**config.mk**
```make
export PLATFORM = sky130hd
export DESIGN_NAME = alu_ctrl_seq_flat
export DESIGN_NICKNAME = d
export VERILOG_FILES = /design/src/rtl/alu_ctrl_seq_if.sv /design/src/rtl/alu_ctrl_seq.sv /design/src/flat_wrapper.sv
export SDC_FILE = /design/constraint.sdc
export NUM_CORES = 1
export LEC_CHECK = 0
export BUFFER_PORTS_ARGS = -buffer_cell sky130_fd_sc_hd__buf_2
export CAP_MARGIN = 10
export CORE_UTILIZATION = 40
export DETAILED_ROUTE_END_ITERATION = 8
export PLACE_DENSITY = 0.68
export SLEW_MARGIN = 20
export SYNTH_ARGS = -nofsm -noshare
export SYNTH_HDL_FRONTEND = slang
export SYNTH_SLANG_ARGS = --single-unit
export TNS_END_PERCENT = 100
```
**constraint.sdc**
```tcl
create_clock -name clk -period 5.4 [get_ports clk]
set_clock_uncertainty 0.2 [all_clocks]
set_input_delay 1.08 -clock clk [delete_from_list [all_inputs] [get_ports clk]]
set_output_delay 1.08 -clock clk [all_outputs]
set_load 0.01 [all_outputs]
```
**src/rtl/alu_ctrl_seq_if.sv**
```systemverilog
// alu_ctrl_seq_if: instruction-in / control-word-out handshake bundle.
// master = upstream+execute side, slave = alu_ctrl_seq.
interface alu_ctrl_seq_if #(
  parameter int FIFO_DEPTH = 2
);
  localparam int CW = $clog2(FIFO_DEPTH + 1);

  logic          in_valid;
  logic          in_ready;
  logic          in_jump;
  logic [4:0]    in_opcode;
  logic [1:0]    in_funct;
  logic          out_valid;
  logic          out_ready;
  logic [6:0]    out_ctrl;
  logic          out_cond;
  logic          out_carry_chain;
  logic          out_last;
  logic [CW-1:0] count;

  modport master (
    output in_valid, in_jump, in_opcode, in_funct, out_ready,
    input  in_ready, out_valid, out_ctrl, out_cond,
    input  out_carry_chain, out_last, count
  );

  modport slave (
    input  in_valid, in_jump, in_opcode, in_funct, out_ready,
    output in_ready, out_valid, out_ctrl, out_cond,
    output out_carry_chain, out_last, count
  );
endinterface

```
**src/rtl/alu_ctrl_seq.sv**
```systemverilog
// alu_ctrl_seq: registered ALU control decode, PASSES-slice expansion,
// FIFO_DEPTH control queue. Ports: clk, rst_n, bus (alu_ctrl_seq_if.slave),
// flush only when ALU_CTRL_FLUSH_EN is defined.
module alu_ctrl_seq #(
  parameter int PASSES     = 1,
  parameter int FIFO_DEPTH = 2
) (
  input logic clk,
  input logic rst_n,
`ifdef ALU_CTRL_FLUSH_EN
  input logic flush,
`endif
  alu_ctrl_seq_if.slave bus
);
  localparam int AW = $clog2(FIFO_DEPTH);
  localparam int CW = $clog2(FIFO_DEPTH + 1);

  typedef struct packed {
    logic [2:0] op;
    logic       inv_a;
    logic       inv_b;
    logic       sign;
    logic       cin;
    logic       cond;
  } dec_t;

  typedef struct packed {
    logic       last;
    logic       chain;
    logic       cond;
    logic [6:0] ctrl;
  } word_t;

  typedef enum logic {IDLE, EXPAND} state_t;

  function automatic dec_t decode(
    input logic [4:0] opc,
    input logic [1:0] fn,
    input logic       jmp
  );
    dec_t       d;
    logic [2:0] op;
    logic       cond;
    logic       sub;
    cond = opc[4:2] == 3'b111;
    if (jmp || (cond && opc[1:0] == 2'b11))
      op = 3'b100;
    else if (cond)
      op = 3'b101;
    else if (opc[4:2] == 3'b100)
      op = 3'b100;
    else if (opc[4:3] == 2'b11)
      op = {opc[0], fn};
    else
      op = {opc[3], opc[1:0]};
    // SUB is ADD of ~A + 1 with signed result.
    sub     = op == 3'b101;
    d.op    = sub ? 3'b100 : op;
    d.inv_a = sub;
    d.sign  = sub;
    d.cin   = sub;
    d.inv_b = d.op == 3'b111;
    d.cond  = cond;
    return d;
  endfunction

  function automatic word_t expand(
    input dec_t       d,
    input logic [1:0] k
  );
    word_t w;
    logic  first;
    logic  last;
    first   = k == 2'd0;
    last    = k == 2'(PASSES - 1);
    w.ctrl  = {d.cin & first, d.sign & last,
               d.inv_b, d.inv_a, d.op};
    w.chain = !first && d.op == 3'b100;
    w.cond  = d.cond & last;
    w.last  = last;
    return w;
  endfunction

  state_t        state;
  logic [1:0]    k;
  dec_t          dec_q;
  logic [AW-1:0] wptr;
  logic [AW-1:0] rptr;
  logic [CW-1:0] count_q;
  word_t         mem [FIFO_DEPTH];

  logic  full;
  logic  empty;
  logic  in_ready;
  logic  accept;
  logic  push;
  logic  pop;
  dec_t  dec_now;
  word_t wdata;
  word_t head;

  always_comb begin
    full     = count_q == CW'(FIFO_DEPTH);
    empty    = count_q == '0;
    in_ready = rst_n && state == IDLE && !full;
`ifdef ALU_CTRL_FLUSH_EN
    in_ready = in_ready && !flush;
`endif
    dec_now = decode(bus.in_opcode, bus.in_funct, bus.in_jump);
    accept  = bus.in_valid && in_ready;
    push    = (state == IDLE) ? accept : !full;
    pop     = bus.out_ready && !empty;
`ifdef ALU_CTRL_FLUSH_EN
    if (flush) begin
      push = 1'b0;
      pop  = 1'b0;
    end
`endif
    if (state == IDLE)
      wdata = expand(dec_now, 2'd0);
    else
      wdata = expand(dec_q, k);
    head = empty ? '0 : mem[rptr];
  end

  always_ff @(posedge clk or negedge rst_n) begin
    if (!rst_n) begin
      state   <= IDLE;
      k       <= 2'd0;
      dec_q   <= '0;
      wptr    <= '0;
      rptr    <= '0;
      count_q <= '0;
`ifdef ALU_CTRL_FLUSH_EN
    end else if (flush) begin
      state   <= IDLE;
      k       <= 2'd0;
      wptr    <= '0;
      rptr    <= '0;
      count_q <= '0;
`endif
    end else begin
      if (push)
        wptr <= wptr + AW'(1);
      if (pop)
        rptr <= rptr + AW'(1);
      unique case ({push, pop})
        2'b10:   count_q <= count_q + CW'(1);
        2'b01:   count_q <= count_q - CW'(1);
        default: count_q <= count_q;
      endcase
      unique case (state)
        IDLE: begin
          if (accept) begin
            dec_q <= dec_now;
            if (PASSES > 1) begin
              state <= EXPAND;
              k     <= 2'd1;
            end
          end
        end
        EXPAND: begin
          if (!full) begin
            k <= k + 2'd1;
            if (k == 2'(PASSES - 1)) begin
              state <= IDLE;
              k     <= 2'd0;
            end
          end
        end
      endcase
    end
  end

  always_ff @(posedge clk) begin
    if (push)
      mem[wptr] <= wdata;
  end

  assign bus.in_ready        = in_ready;
  assign bus.out_valid       = !empty;
  assign bus.out_ctrl        = head.ctrl;
  assign bus.out_cond        = head.cond;
  assign bus.out_carry_chain = head.chain;
  assign bus.out_last        = head.last;
  assign bus.count           = count_q;
endmodule

```
**src/flat_wrapper.sv**
```systemverilog
// flat-port wrapper written by rule: the top's interface ports become plain ports
module alu_ctrl_seq_flat 
#(
  parameter int PASSES     = 1,
  parameter int FIFO_DEPTH = 2
)
  (clk, rst_n, bus_in_valid, bus_in_jump, bus_in_opcode, bus_in_funct, bus_out_ready, bus_in_ready, bus_out_valid, bus_out_ctrl, bus_out_cond, bus_out_carry_chain, bus_out_last, bus_count);
  alu_ctrl_seq_if #(.FIFO_DEPTH(FIFO_DEPTH)) bus_i ();
  input logic clk;
  input logic rst_n;
  input wire logic [$bits(bus_i.in_valid)-1:0] bus_in_valid;
  input wire logic [$bits(bus_i.in_jump)-1:0] bus_in_jump;
  input wire logic [$bits(bus_i.in_opcode)-1:0] bus_in_opcode;
  input wire logic [$bits(bus_i.in_funct)-1:0] bus_in_funct;
  input wire logic [$bits(bus_i.out_ready)-1:0] bus_out_ready;
  output wire logic [$bits(bus_i.in_ready)-1:0] bus_in_ready;
  output wire logic [$bits(bus_i.out_valid)-1:0] bus_out_valid;
  output wire logic [$bits(bus_i.out_ctrl)-1:0] bus_out_ctrl;
  output wire logic [$bits(bus_i.out_cond)-1:0] bus_out_cond;
  output wire logic [$bits(bus_i.out_carry_chain)-1:0] bus_out_carry_chain;
  output wire logic [$bits(bus_i.out_last)-1:0] bus_out_last;
  output wire logic [$bits(bus_i.count)-1:0] bus_count;
  assign bus_i.in_valid = bus_in_valid;
  assign bus_i.in_jump = bus_in_jump;
  assign bus_i.in_opcode = bus_in_opcode;
  assign bus_i.in_funct = bus_in_funct;
  assign bus_i.out_ready = bus_out_ready;
  assign bus_in_ready = bus_i.in_ready;
  assign bus_out_valid = bus_i.out_valid;
  assign bus_out_ctrl = bus_i.out_ctrl;
  assign bus_out_cond = bus_i.out_cond;
  assign bus_out_carry_chain = bus_i.out_carry_chain;
  assign bus_out_last = bus_i.out_last;
  assign bus_count = bus_i.count;
  alu_ctrl_seq #(.PASSES(PASSES), .FIFO_DEPTH(FIFO_DEPTH)) u_core (.clk(clk), .rst_n(rst_n), .bus(bus_i));
endmodule
```
==> results.md, run 1 <==
Status:
- The run finished with clean final reports.

Synthesis:
- The sequential element share of the synthesized area is 0.5677.
- The mapped cell area is about 1500 um2.
- Counting instances in the post-synthesis netlist gives the leading cell types as sky130_fd_sc_hd__edfxtp_1, sky130_fd_sc_hd__nor2_1, sky130_fd_sc_hd__dfrtp_1, sky130_fd_sc_hd__nand2_1, sky130_fd_sc_hd__mux2i_1.
- The most used flip-flop cell after synthesis is sky130_fd_sc_hd__edfxtp_1.
- In the post-synthesis netlist, the cell with the most instances is sky130_fd_sc_hd__edfxtp_1.
- In this run the mean area of a mapped cell was around 12 um2.
- For this run, the number of Yosys warnings is 0.
- The fraction of registers with async set or reset after synthesis is 0.4194.
- By area the synthesized netlist is led by sky130_fd_sc_hd__edfxtp_1, sky130_fd_sc_hd__dfrtp_1, sky130_fd_sc_hd__mux2i_1.
- In this run, synthesis produced a sequential element count of 31.
- The share of the synthesized area in the top cell type is 0.3544.
- The cell count after synthesis is ~130.
- The library cell with the largest summed area after synthesis is sky130_fd_sc_hd__edfxtp_1.
- Counting flops with a built-in enable in the synthesized netlist gives 18.
- After synthesis, the netlist uses 35 different library cells.
- The number of nets in the synthesized netlist is 147.

Detailed routing:
- In the routed design, unresolved DRC markers number 0.
- The total wire length is 2563 um.
- The iteration-0 DRC count of the detailed router is 10.
- The detail route stage leaves a number of antenna-violating nets equal to 0.
- The via-per-instance ratio is 5.000.
- The wire length per cell is about 12 um.
- The final route contains between 1k and 1.5k vias.
- The pre-antenna-repair detailed-routing pass consisted of 4 iterations.

Power and ir drop:
- Of the total power, the share spent switching nets is 0.3307.
- The share of total power dissipated in combinational logic is 0.308.
- The internal power of the cells totals approximately 0.5 mW.
- The share of total power in the clock network is 0.229.
- For this design the static power due to leakage is about 0.73 nW.
- In this run the power density over the cells is roughly 420 nW/um2.
- Summed over all nets, the switching power comes to approximately 0.24 mW.
- The share of total power dissipated in sequential elements is 0.463.
- The worst vdd rail ir drop is around 0.00018 V.
- Summing internal, switching and leakage power gives 0.7287 mW.

Global routing:
- For met1 alone, demand over resource in global routing was 0.1661.
- The via count of the first global-routing pass came to 988.
- The global route total overflow is 0.
- The number of antenna violations at the first check in global routing is 0.
- For met3 alone, demand over resource in global routing was 0.03571.
- Entering global routing, the biggest net connects 20 pins.
- In the global route stage, overall resource usage came out at 0.1416.
- The highest-utilization routing layer at the global route stage is met2.
- The first global-routing pass estimated 4312 um of wire.
- For met2 alone, demand over resource in global routing was 0.2327.

Placed design:
- The global placer's final weighted congestion is between 0.7 and 0.8.
- Input and output buffers added on the ports amount to 25.
- The cell count after placement is around 200.
- Summed over all nets, the half-perimeter wirelength after detailed placement is between 1500 and 2000 um.
- At the placement stage, the worst setup path has a slack of 2.409 ns.
- After detailed placement, the total cell area comes to between 1500 and 2000 um2.

Setup path:
- The data arrival at the endpoint of the critical path is 1.68 ns.
- The worst setup path is captured at a primary output.
- Of all nets on the critical path, the largest fanout is 16.
- The endpoint of the worst register-to-register path is u_core.mem[0][1].
- The largest single stage delay on the critical path is around 0.28 ns.
- In this design, the critical path's most frequently occurring cell is sky130_fd_sc_hd__buf_2.
- Traced cell by cell, the critical path runs through buf_2 > and3b_1 > buf_2.
- The count of buffering cells on the critical path with inverters included is 2.
- The worst register-to-register path has a depth of 3.
- The setup check on the worst reg-to-reg path leaves a slack of 3.35 ns.
- On the critical path, the stage with the largest delay is an instance of sky130_fd_sc_hd__buf_2.
- The data required time at the worst endpoint is slightly above 4 ns.
- The worst register-to-register path begins at u_core.state.
- The family with the most delay on the worst path is buffers and inverters.
- STA classifies the critical path startpoint as an input port.
- The critical path start-end classification is input port to primary output.

Clock tree:
- After clock tree synthesis, the clock-pin slew on the worst setup and hold paths is about 0.06 ns.
- The number of post-CTS setup repair buffers is 0.
- The maximum number of buffers from clock root to sink is 2.
- TritonCTS built the clock tree.
- The number of CTS-inserted buffers is 5.
- The later pin in the worst-skew pair is clocked with a latency of about 0.28 ns.
- CTS saw 31 sinks.
- Once the clock tree was built, the resizer swapped 0 gates to a different size.
- After clock tree synthesis, the flow added hold-fix buffers numbering 0.
- The buffer cell driving the clock tree root is sky130_fd_sc_hd__clkbuf_8.
- The number of levels in the clock H-tree is 2.

Floorplanning:
- The overall die area is a little over 4000 um2.
- The core area is roughly 3700 um2.
- The die is 63.75 um tall.
- From left edge to right edge, the die measures ~64 um.
- For this configuration, the core starts out at a cell density of 0.4166.
- Pin placement for this block handled 26 I/O pins.
- The number of placement rows is 22.

Hold path:
- In this run the most critical hold path is launched from u_core.wptr.
- The hold path depth is 1.
- The endpoint of the worst hold-timing path is u_core.wptr.
- The kind of path behind the tightest hold check is flip-flop to flip-flop.

STA:
- The count of pins over their slew limit is 0.
- The slew at the pin closest to its max-slew limit is roughly 0.74 ns.
- The relative max-transition margin is 0.5025.
- The share of the clock period used by the worst path is 0.5483.
- The final hold slack is roughly 0.3 ns.
- Timing would allow up to 0.3377 GHz.
- Setup repair after global routing left no endpoint under its margin.
- The shortest clock period the worst path allows after layout is 2.961 ns.
- The final count of hold timing violations is 0.
- Setup violations remaining at the end of the flow were counted as 0.
- The final worst-path setup slack is 2.439 ns.
- Adding up every negative setup slack in the final design gives 0 ns.

Final layout:
- The layout overhead on the synthesized area is 14.93%.
- With fillers left out, the area of the finished cells amounts to 1753 um2.
- The sequential cell area is slightly below 900 um2.
- The final layout contains around 170 nets.
- Once layout is complete, the utilization of the core stands at 0.4788.
- Excluding fillers, the count of instances in the completed layout stands at slightly above 200.
- 0 antenna diodes ended up in the layout.
- The count of fill cells added during filler insertion is roughly 350.
- The footprint of the multi-input gates is between 600 and 700 um2.
- Of the cells placed in the final design, the portion with a size suffix greater than 1 is 0.2468.

Run:
- The tool flagged a number of max-cap violations equal to 0.
[cells in the final DEF (no fill, tap or decap)]
cell	n
sky130_fd_sc_hd__o31ai_1	6
sky130_fd_sc_hd__nor2_1	14
sky130_fd_sc_hd__nand4b_1	1
sky130_fd_sc_hd__clkinv_2	1
sky130_fd_sc_hd__clkbuf_1	2
sky130_fd_sc_hd__a21o_2	1
sky130_fd_sc_hd__a21boi_0	2
sky130_fd_sc_hd__clkbuf_8	5
sky130_fd_sc_hd__a31oi_1	1
sky130_fd_sc_hd__or2b_1	1
sky130_fd_sc_hd__nand2b_1	4
sky130_fd_sc_hd__xnor2_1	3
sky130_fd_sc_hd__buf_2	25
sky130_fd_sc_hd__mux2_2	4
sky130_fd_sc_hd__a211o_2	1
sky130_fd_sc_hd__nor2b_1	1
sky130_fd_sc_hd__mux2i_1	9
sky130_fd_sc_hd__dfrtp_1	13
sky130_fd_sc_hd__a21o_1	2
sky130_fd_sc_hd__nor3_1	1
sky130_fd_sc_hd__and3_1	3
sky130_fd_sc_hd__o21ai_0	7
sky130_fd_sc_hd__nand3_1	4
sky130_fd_sc_hd__inv_1	4
sky130_fd_sc_hd__nand2b_4	1
sky130_fd_sc_hd__nand4_1	1
sky130_fd_sc_hd__or3b_1	1
sky130_fd_sc_hd__a21oi_1	1
sky130_fd_sc_hd__nand2_1	13
sky130_fd_sc_hd__ha_1	3
sky130_fd_sc_hd__edfxtp_1	18
sky130_fd_sc_hd__nor4b_1	1
sky130_fd_sc_hd__xor2_1	2
sky130_fd_sc_hd__nand3_2	1
sky130_fd_sc_hd__and3b_1	1
[how the worst max path moves through the flow]
stage / end / startpoint / slack, ns / cells past startpoint
after floorplan: bus_in_ready / rst_n / 2.86 / 1
after global placement: bus_in_ready / rst_n / 2.43 / 3
after detailed placement: bus_in_ready / rst_n / 2.41 / 3
after CTS: bus_in_ready / rst_n / 2.40 / 3
after global routing: bus_in_ready / rst_n / 2.36 / 3
final: bus_in_ready / rst_n / 2.44 / 3
[flip-flops by register name (all words and copies together) (netlist names)]
name              cells
u_core.mem           18
u_core.k              2
u_core.bus.count      2
u_core.wptr           1
u_core.rptr           1
u_core.dec_q          6
u_core.state          1
[per-layer routing]
layer	vias to the layer above	part of all wire	wire length (um)
met1	481	0.48	1220
li1	519	-	-
met2	25	0.47	1193
met3	5	0.037	95
met5	-	0	0
met4	0	0.021	54
[power groups by stage]
stage	registers (mW)	logic (mW)	clock network, mW
3_3_place_gp	0.338	0.223	0
5_1_grt	0.344	0.250	0.181
3_5_place_dp	0.342	0.226	0
4_1_cts	0.338	0.228	0.172
2_1_floorplan	0.322	0.171	0
6_report	0.337	0.225	0.167
[worst register-to-register path: cells and delay by family (launching register included)]
family	cells	cell delay, ns
and+or+nand+nor	2	0.68
DFF	1	0.64
AOI/OAI and AO/OA	1	0.15
[logic make-up (layout without fill, tap and decap cells)]
logic type | after synthesis | after routing | synth area share
compound gates | 21 | 21 | 0.09187
buf+inv | 11 | 37 | 0.03527
mux | 13 | 13 | 0.08860
simple gates | 48 | 48 | 0.1633
xor+xnor | 5 | 5 | 0.02872
flops | 31 | 31 | 0.5677
fa+ha+maj | 3 | 3 | 0.02461
[layout make-up]
| cell class | instances | area share |
|---|---|---|
| Sequential cell | 31 | 0.4939 |
| Multi-Input combinational cell | 90 | 0.3455 |
| Timing Repair Buffer | 25 | 0.07138 |
| Clock buffer | 7 | 0.04354 |
| Tap cell | 48 | 0.03426 |
| Inverter | 4 | 0.008565 |
| Clock inverter | 1 | 0.002855 |
(Power assumes the default switching activity.)
==> inputs of run 2 (changes only) <==
--- a/config.mk
+++ b/config.mk
@@ -9,7 +9,7 @@
 export CAP_MARGIN = 10
 export CORE_UTILIZATION = 40
 export DETAILED_ROUTE_END_ITERATION = 8
-export PLACE_DENSITY = 0.68
+export PLACE_DENSITY = 0.7
 export SLEW_MARGIN = 20
 export SYNTH_ARGS = -nofsm -noshare
 export SYNTH_HDL_FRONTEND = slang
==> constraint.sdc (replaced) <==
create_clock -name clk -period 2.5 [get_ports clk]
set_clock_uncertainty 0.2 [all_clocks]
set_input_delay 0.5 -clock clk [delete_from_list [all_inputs] [get_ports clk]]
set_output_delay 0.5 -clock clk [all_outputs]
set_load 0.01 [all_outputs]
==> results.md, run 2 (synthesized netlist as in run 1, its figures left out) <==
STA:
- The share of the clock period used by the worst path is 0.9500.
- The relative max-transition margin is 0.6454 (+0.1429).
- The maximum achievable frequency is 0.4211 GHz.
- The count of pins over their slew limit came to 0 (unchanged).
- The worst path in the final design needs a cycle of between 2 and 2.5 ns, including I/O delays and setup.
- The final hold slack was 0.2823 ns (-0.01253 ns).
- The slew at the pin closest to its max-slew limit was 0.5319 ns (-0.2115 ns).
- The setup total negative slack is 0 ns (unchanged).
- Setup repair after global routing left no endpoint under its margin.
- The final setup violation count was 0 (unchanged).
- The final worst-path setup slack is 0.1251 ns (-2.314 ns).
- The final count of hold timing violations is 0 (unchanged).

Hold path:
- The endpoint of the worst hold-timing path is u_core.dec_q[3].
- The hold path depth is 2 (+1).
- The launch instance of the worst min-delay path is u_core.dec_q[3].
- The kind of path behind the tightest hold check is flip-flop to flip-flop.

Floorplanning:
- The number of placement rows came to 22 (unchanged).
- The starting density of the core came to 0.4166 (unchanged).
- The I/O pin count is 26 (unchanged).
- The die outline height is 63.75 um (unchanged).
- The overall die area was 4064 um2 (unchanged).
- The core area is 3661 um2 (unchanged).
- The width of the die is 63.75 um (unchanged).

Global routing:
- The global-route wire length before repair is 4574 um (+6.1%).
- The via count of the first global-routing pass came to 983 (-0.51%).
- The maximum number of pins on one net before global-route repair came to 20 (unchanged).
- The number of antenna violations at the first check in global routing is 0 (unchanged).
- The overall fraction of global-route tracks in use is 0.1504 (+0.008761).
- The global route total overflow is 0 (unchanged).

Clock tree:
- The number of CTS-inserted buffers is 5 (unchanged).
- The number of levels in the clock H-tree is 2 (unchanged).
- TritonCTS built the clock tree.
- The maximum number of buffers from clock root to sink is 2 (unchanged).
- The clock latency at the later pin of the worst-skew pair is 0.28 ns (about the same).
- The tree is rooted in a sky130_fd_sc_hd__clkbuf_8.
- The clock-pin slew on the worst setup and hold paths is 0.06 ns (about the same).
- The clock sink total came to 31 (unchanged).

Setup path:
- The endpoint of the worst register-to-register path is u_core.dec_q[7].
- The data required time at the worst endpoint is 1.80 ns (-2.32 ns).
- The data arrival at the endpoint of the critical path is 1.67 ns (about the same).
- The family with the most delay on the worst path is buffers and inverters.
- Traced cell by cell, the critical path runs through dlygate4sd3_1 > buf_2 > and3b_1 > buf_2.
- The worst setup path is captured at a primary output.
- The cell count of the worst reg-to-reg path is 2 (-1).
- The launch point of the worst path is rst_n.
- The cell with the biggest individual delay on the critical path is sky130_fd_sc_hd__dlygate4sd3_1.
- The critical path start-end classification is input port to primary output.
- The count of buffering cells on the critical path with inverters included is 3 (+1).
- The slack of the worst reg-to-reg path came to 0.68 ns (-2.67 ns).
- The startpoint of the lowest-slack register-to-register path is u_core.state.
- The peak fanout along the critical path is 16 (unchanged).
- STA classifies the critical path startpoint as an input port.
- The largest stage delay on the critical path is 0.52 ns (+0.24 ns).
- The cell that appears most often on the critical path is sky130_fd_sc_hd__buf_2.

Final layout:
- In the layout the commonest cells are sky130_fd_sc_hd__buf_2, sky130_fd_sc_hd__edfxtp_1, sky130_fd_sc_hd__nor2_1, sky130_fd_sc_hd__nand2_1, sky130_fd_sc_hd__dfrtp_1.
- Ranked by flip-flop count, first place goes to u_core.mem.
- The number of flip-flops under the largest register name came to 18 (unchanged).
- The count of nets after finishing is 175 (+1.7%).
- The count of fill cells added during filler insertion is 343 (-1.4%).
- The share of post-route cells with drive strength above 1 came to 0.2609 (+0.01403).
- From synthesis to final layout, the design area changed by 18.29%.
- The largest registers in the layout are u_core.mem (18), u_core.dec_q (6).
- Leaving out fill and tap cells, the most frequent cell in the layout is sky130_fd_sc_hd__buf_2.
- The number of inserted diodes is 0 (unchanged).

Detailed routing:
- The via-per-instance ratio was 4.923 (-1.5%).
- The wire length per cell is 12.54 um (+0.80%).
- The number of DRC violations after detailed routing is 0 (unchanged).
- The first-pass detailed-route iteration total was 4 (unchanged).
- The final antenna-violating net count was 0 (unchanged).
- The total wire length came to 2621 um (+2.3%).
- The via count of the routed design is 1,029 (-0.097%).
- The iteration-0 DRC count of the detailed router is 26 (+16).

Placed design:
- The global placer's final weighted congestion came to 0.7460 (-4.9%).
- The count of buffers inserted at the top-level ports is 25 (unchanged).
- The detailed placer's ending HPWL is 1925 um (+1.6%).
- The post-placement worst setup slack came to 0.4527 ns (-1.956 ns).

Status:
- The flow ran to the end, and the final reports show no timing, DRC or antenna violations.

Run:
- The max-capacitance violation count is 0 (unchanged).

Power and ir drop:
- The power per unit of standard cell area came to 940.6 nW/um2 (+130%).
- The worst vdd rail ir drop is 0.0005418 V (+210%).
- The leakage power figure is 0.7621 nW (+3.8%).
## run 2: cell count changes in the layout (fill, tap and decap cells not counted)
cell / change
sky130_fd_sc_hd__buf_4: +2
sky130_fd_sc_hd__bufinv_16: +1
sky130_fd_sc_hd__clkbuf_1: -2
sky130_fd_sc_hd__clkinv_1: +1
sky130_fd_sc_hd__dlygate4sd3_1: +1
## run 2: cell type report
cell class	count	area, um2	share of cell area
sequential	31	865.8	0.4799
multi-input combinational	90	605.6	0.3356
timing repair buffer	28	150.1	0.08322
clock buffer	5	68.82	0.03814
tap	48	60.06	0.03329
clock inverter	3	38.79	0.02150
inverter	4	15.01	0.008322
## run 2: timing repair
item	4_1_cts	5_1_grt
endpoints found under the setup margin	0	0
resized for setup	0	0
setup buffers	0	0
hold endpoints to repair	13	0
hold buffers	1	0
## run 2: worst register-to-register path: stages, from the launching register on
cell	delay (ns)
sky130_fd_sc_hd__dfrtp_1	0.55
sky130_fd_sc_hd__nand4b_1	0.54
sky130_fd_sc_hd__mux2_2	0.42
## run 2: worst max path at each step
stage	end	slack, ns	cells past startpoint
2_1_floorplan	u_core.mem[0][2]	0.62	5
3_3_place_gp	u_core.mem[0][2]	0.47	5
3_5_place_dp	u_core.mem[1][2]	0.45	5
4_1_cts	bus_in_ready	0.09	4
5_1_grt	bus_in_ready	0.03	4
6_report	bus_in_ready	0.13	4
## run 2: metrics by stage
stage | power (mW) | area (um2) | utilization | cells
6_report | 1.697 | 1804 | 0.4928 | 209
5_1_grt | 1.800 | 1804 | 0.4928 | 209
4_1_cts | 1.723 | 1804 | 0.4928 | 209
3_5_place_dp | 1.248 | 1687 | 0.4607 | 200
3_3_place_gp | 1.228 | 1687 | 0.4607 | 200
2_1_floorplan | 1.065 | 1525 | - | 132
## run 2: where the power goes
group	switching [mW]	leakage [nW]	internal (mW)	total, mW
Sequential	0.0891	0.327	0.637	0.726
Combinational	0.266	0.379	0.237	0.502
Clock	0.178	0.0556	0.291	0.469
## run 2: per-layer routing
layer | track usage | routed length, um | part of all wire
met5 | 0 | 0 | 0
met4 | 0.07670 | 59 | 0.023
met3 | 0.03929 | 98 | 0.037
met2 | 0.2354 | 1196 | 0.46
met1 | 0.1914 | 1266 | 0.48
==> inputs of run 3 (changes only) <==
--- a/config.mk
+++ b/config.mk
@@ -5,11 +5,13 @@
 export SDC_FILE = /design/constraint.sdc
 export NUM_CORES = 1
 export LEC_CHECK = 0
-export BUFFER_PORTS_ARGS = -buffer_cell sky130_fd_sc_hd__buf_2
+export BUFFER_PORTS_ARGS = -buffer_cell sky130_fd_sc_hd__buf_4
 export CAP_MARGIN = 10
-export CORE_UTILIZATION = 40
+export CELL_PAD_IN_SITES_DETAIL_PLACEMENT = 0
+export CELL_PAD_IN_SITES_GLOBAL_PLACEMENT = 1
+export CORE_UTILIZATION = 39
 export DETAILED_ROUTE_END_ITERATION = 8
-export PLACE_DENSITY = 0.7
+export PLACE_DENSITY_LB_ADDON = 0.1
 export SLEW_MARGIN = 20
 export SYNTH_ARGS = -nofsm -noshare
 export SYNTH_HDL_FRONTEND = slang
==> results.md, run 3 (synthesized netlist as in run 1, its figures left out) <==
Final layout:
- The largest registers in the layout are u_core.mem (18), u_core.dec_q (6).
- Compared with the post-synthesis result, the final layout area differs by 23.05%.
- The library cells used most frequently in the layout, excluding fill and tap cells, are sky130_fd_sc_hd__buf_4, sky130_fd_sc_hd__edfxtp_1, sky130_fd_sc_hd__nor2_1, sky130_fd_sc_hd__nand2_1, sky130_fd_sc_hd__dfrtp_1.
- The register with the most flip-flops in the final layout is u_core.mem.
- The count of nets after finishing is 175 (unchanged).
- The share of post-route cells with drive strength above 1 is 0.2671 (+0.006211).
- The number of inserted diodes is 0 (unchanged).
- The number of flip-flops under the largest register name came to 18 (unchanged).
- The leading cell type in the layout, fill and taps excluded is sky130_fd_sc_hd__buf_4.

Power and ir drop:
- The power per unit of standard cell area is 958.6 nW/um2 (+1.9%).
- The worst vdd rail ir drop is 0.0003516 V (-35%).
- The leakage power figure was 0.7877 nW (+3.4%).

Clock tree:
- The clock latency at the later pin of the worst-skew pair was 0.28 ns (about the same).
- The number of CTS-inserted buffers is 5 (unchanged).
- The number of levels in the clock H-tree was 2 (unchanged).
- The maximum number of buffers from clock root to sink was 2 (unchanged).
- The clock sink total came to 31 (unchanged).
- The clock-pin slew on the worst setup and hold paths is 0.06 ns (about the same).
- The number of post-CTS setup repair buffers is 0 (unchanged).
- The buffer cell driving the clock tree root is sky130_fd_sc_hd__clkbuf_8.
- The CTS tree is done.

Floorplanning:
- The core area is 3716 um2 (+1.5%).
- The I/O pin count is 26 (unchanged).
- The starting density of the core came to 0.4104 (-0.006172).
- The number of placement rows was 22 (unchanged).
- The width of the die is 64.54 um (+1.2%).
- The overall die area was 4165 um2 (+2.5%).
- The die outline height came to 64.54 um (+1.2%).

STA:
- The relative max-transition margin is 0.6443 (-0.001060).
- The final worst-path setup slack is 0.2334 ns (+0.1083 ns).
- The setup total negative slack is 0 ns (unchanged).
- The maximum achievable frequency is 0.4412 GHz (+4.8%).
- The count of pins over their slew limit is 0 (unchanged).
- The final count of hold timing violations is 0 (unchanged).
- The share of the clock period used by the worst path was 0.9066 (-0.04331).
- Setup repair after global routing left no endpoint under its margin.
- The shortest clock period the worst path allows after layout is 2.267 ns (-0.1083 ns).
- The slew at the pin closest to its max-slew limit came to 0.5335 ns (+0.001590 ns).
- The final setup violation count is 0 (unchanged).

Hold path:
- The min-delay analysis places its worst path in the category flip-flop to flip-flop.

Setup path:
- The peak fanout along the critical path is 16 (unchanged).
- Broken down by cell family, the worst path's largest delay share belongs to buffers and inverters.
- Traced cell by cell, the critical path runs through dlygate4sd3_1 > buf_4 > and3b_1 > buf_4.
- The worst setup path is captured at a primary output.
- The worst setup path is launched from an input port.
- The data required time at the worst endpoint is 1.80 ns (about the same).
- The data arrival at the endpoint of the critical path came to 1.57 ns (-0.10 ns).
- The dominant cell type by count on the critical path is sky130_fd_sc_hd__buf_4.
- The cell with the biggest individual delay on the critical path is sky130_fd_sc_hd__dlygate4sd3_1.
- The largest stage delay on the critical path is 0.53 ns (about the same).
- The slack of the worst reg-to-reg path is 0.65 ns (-0.03 ns).
- The critical path start-end classification is input port to primary output.
- The count of buffering cells on the critical path with inverters included is 3 (unchanged).

Global routing:
- The maximum number of pins on one net before global-route repair was 20 (unchanged).
- The global route total overflow is 0 (unchanged).
- The via count of the first global-routing pass came to 961 (-2.2%).
- The overall fraction of global-route tracks in use is 0.1523 (+0.001868).
- The global-route wire length before repair was 4574 um (unchanged).
- The number of antenna violations at the first check in global routing came to 0 (unchanged).

Detailed routing:
- The via-per-instance ratio is 4.914 (-0.19%).
- The via count of the routed design is 1,027 (-0.19%).
- The final antenna-violating net count came to 0 (unchanged).
- The total wire length came to 2733 um (+4.3%).
- The first-pass detailed-route iteration total came to 4 (unchanged).
- The iteration-0 DRC count of the detailed router is 44 (+69%).
- The number of DRC violations after detailed routing is 0 (unchanged).
- The wire length per cell came to 13.08 um (+4.3%).

Placed design:
- The global placer's final weighted congestion is 0.7537 (+1.0%).
- The post-placement worst setup slack is 0.4017 ns (-0.05103 ns).
- The detailed placer's ending HPWL was 2015 um (+4.7%).
- The count of buffers inserted at the top-level ports is 25 (unchanged).

Status:
- The run finished with clean final reports.

Run:
- The max-capacitance violation count was 0 (unchanged).
-- run 3: cell count changes in the layout (fill, tap and decap cells not counted) --
cell                       delta
sky130_fd_sc_hd__buf_4       +25
sky130_fd_sc_hd__clkinv_1     -1
sky130_fd_sc_hd__buf_2       -25
sky130_fd_sc_hd__clkbuf_8     +1
-- run 3: per-stage QoR --
step | std cells | hold WS, ns | utilization | power [mW] | area, um2
after global placement | 200 | 0.1666 | 0.4707 | 1.310 | 1749
after CTS | 209 | 0.2901 | 0.5051 | 1.830 | 1877
final | 209 | 0.2841 | 0.5051 | 1.799 | 1877
after floorplan | 132 | 0.004409 | - | 1.065 | 1525
after global routing | 209 | 0.3308 | 0.5051 | 1.920 | 1877
after detailed placement | 200 | 0.1696 | 0.4707 | 1.317 | 1749
-- run 3: final timing paths --
| check | startpoint | end | cells past startpoint |
|---|---|---|---|
| setup / recovery | rst_n | bus_in_ready | 4 |
| hold / removal | u_core.dec_q[0] | u_core.dec_q[0] | 2 |
| setup reg to reg | u_core.state | u_core.dec_q[7] | 2 |
| hold reg to reg | u_core.dec_q[0] | u_core.dec_q[0] | 2 |
| max in group asynchronous | rst_n | u_core.dec_q[0] | 2 |
| min in group asynchronous | rst_n | u_core.rptr | 2 |
-- run 3: what timing repair did --
action                     4_1_cts  5_1_grt
resized for setup                0        0
hold buffers                     1        0
setup endpoints to repair        0        0
hold endpoints to repair        13        0
-- run 3: layout make-up --
cell class / instances / area [um2]
clock buffers: 6 / 82.58
clock inverters: 2 / 35.03
fillers: 337 / 1839
inverters: 4 / 15.01
multi-input cells: 90 / 605.6
flip-flops and latches: 31 / 865.8
well taps: 48 / 60.06
repair buffers: 28 / 212.7
-- run 3: report_power, final --
group | total [mW] | switching (mW) | internal, mW
clock | 0.502 | 0.180 | 0.322
sequential | 0.728 | 0.0919 | 0.636
combinational | 0.569 | 0.269 | 0.300
total | 1.80 | 0.540 | 1.26
-- run 3: worst register-to-register path: stages, from the launching register on --
cell,delay (ns)
sky130_fd_sc_hd__dfrtp_1,0.58
sky130_fd_sc_hd__nand4b_1,0.55
sky130_fd_sc_hd__mux2_2,0.41
-- run 3: routing by layer --
layer	vias up	GRT usage	part of all wire
met2	28	0.2303	0.45
met5	-	0	0
met3	3	0.05634	0.047
met1	476	0.1943	0.50
met4	0	0.06667	0.0029
li1	520	-	-
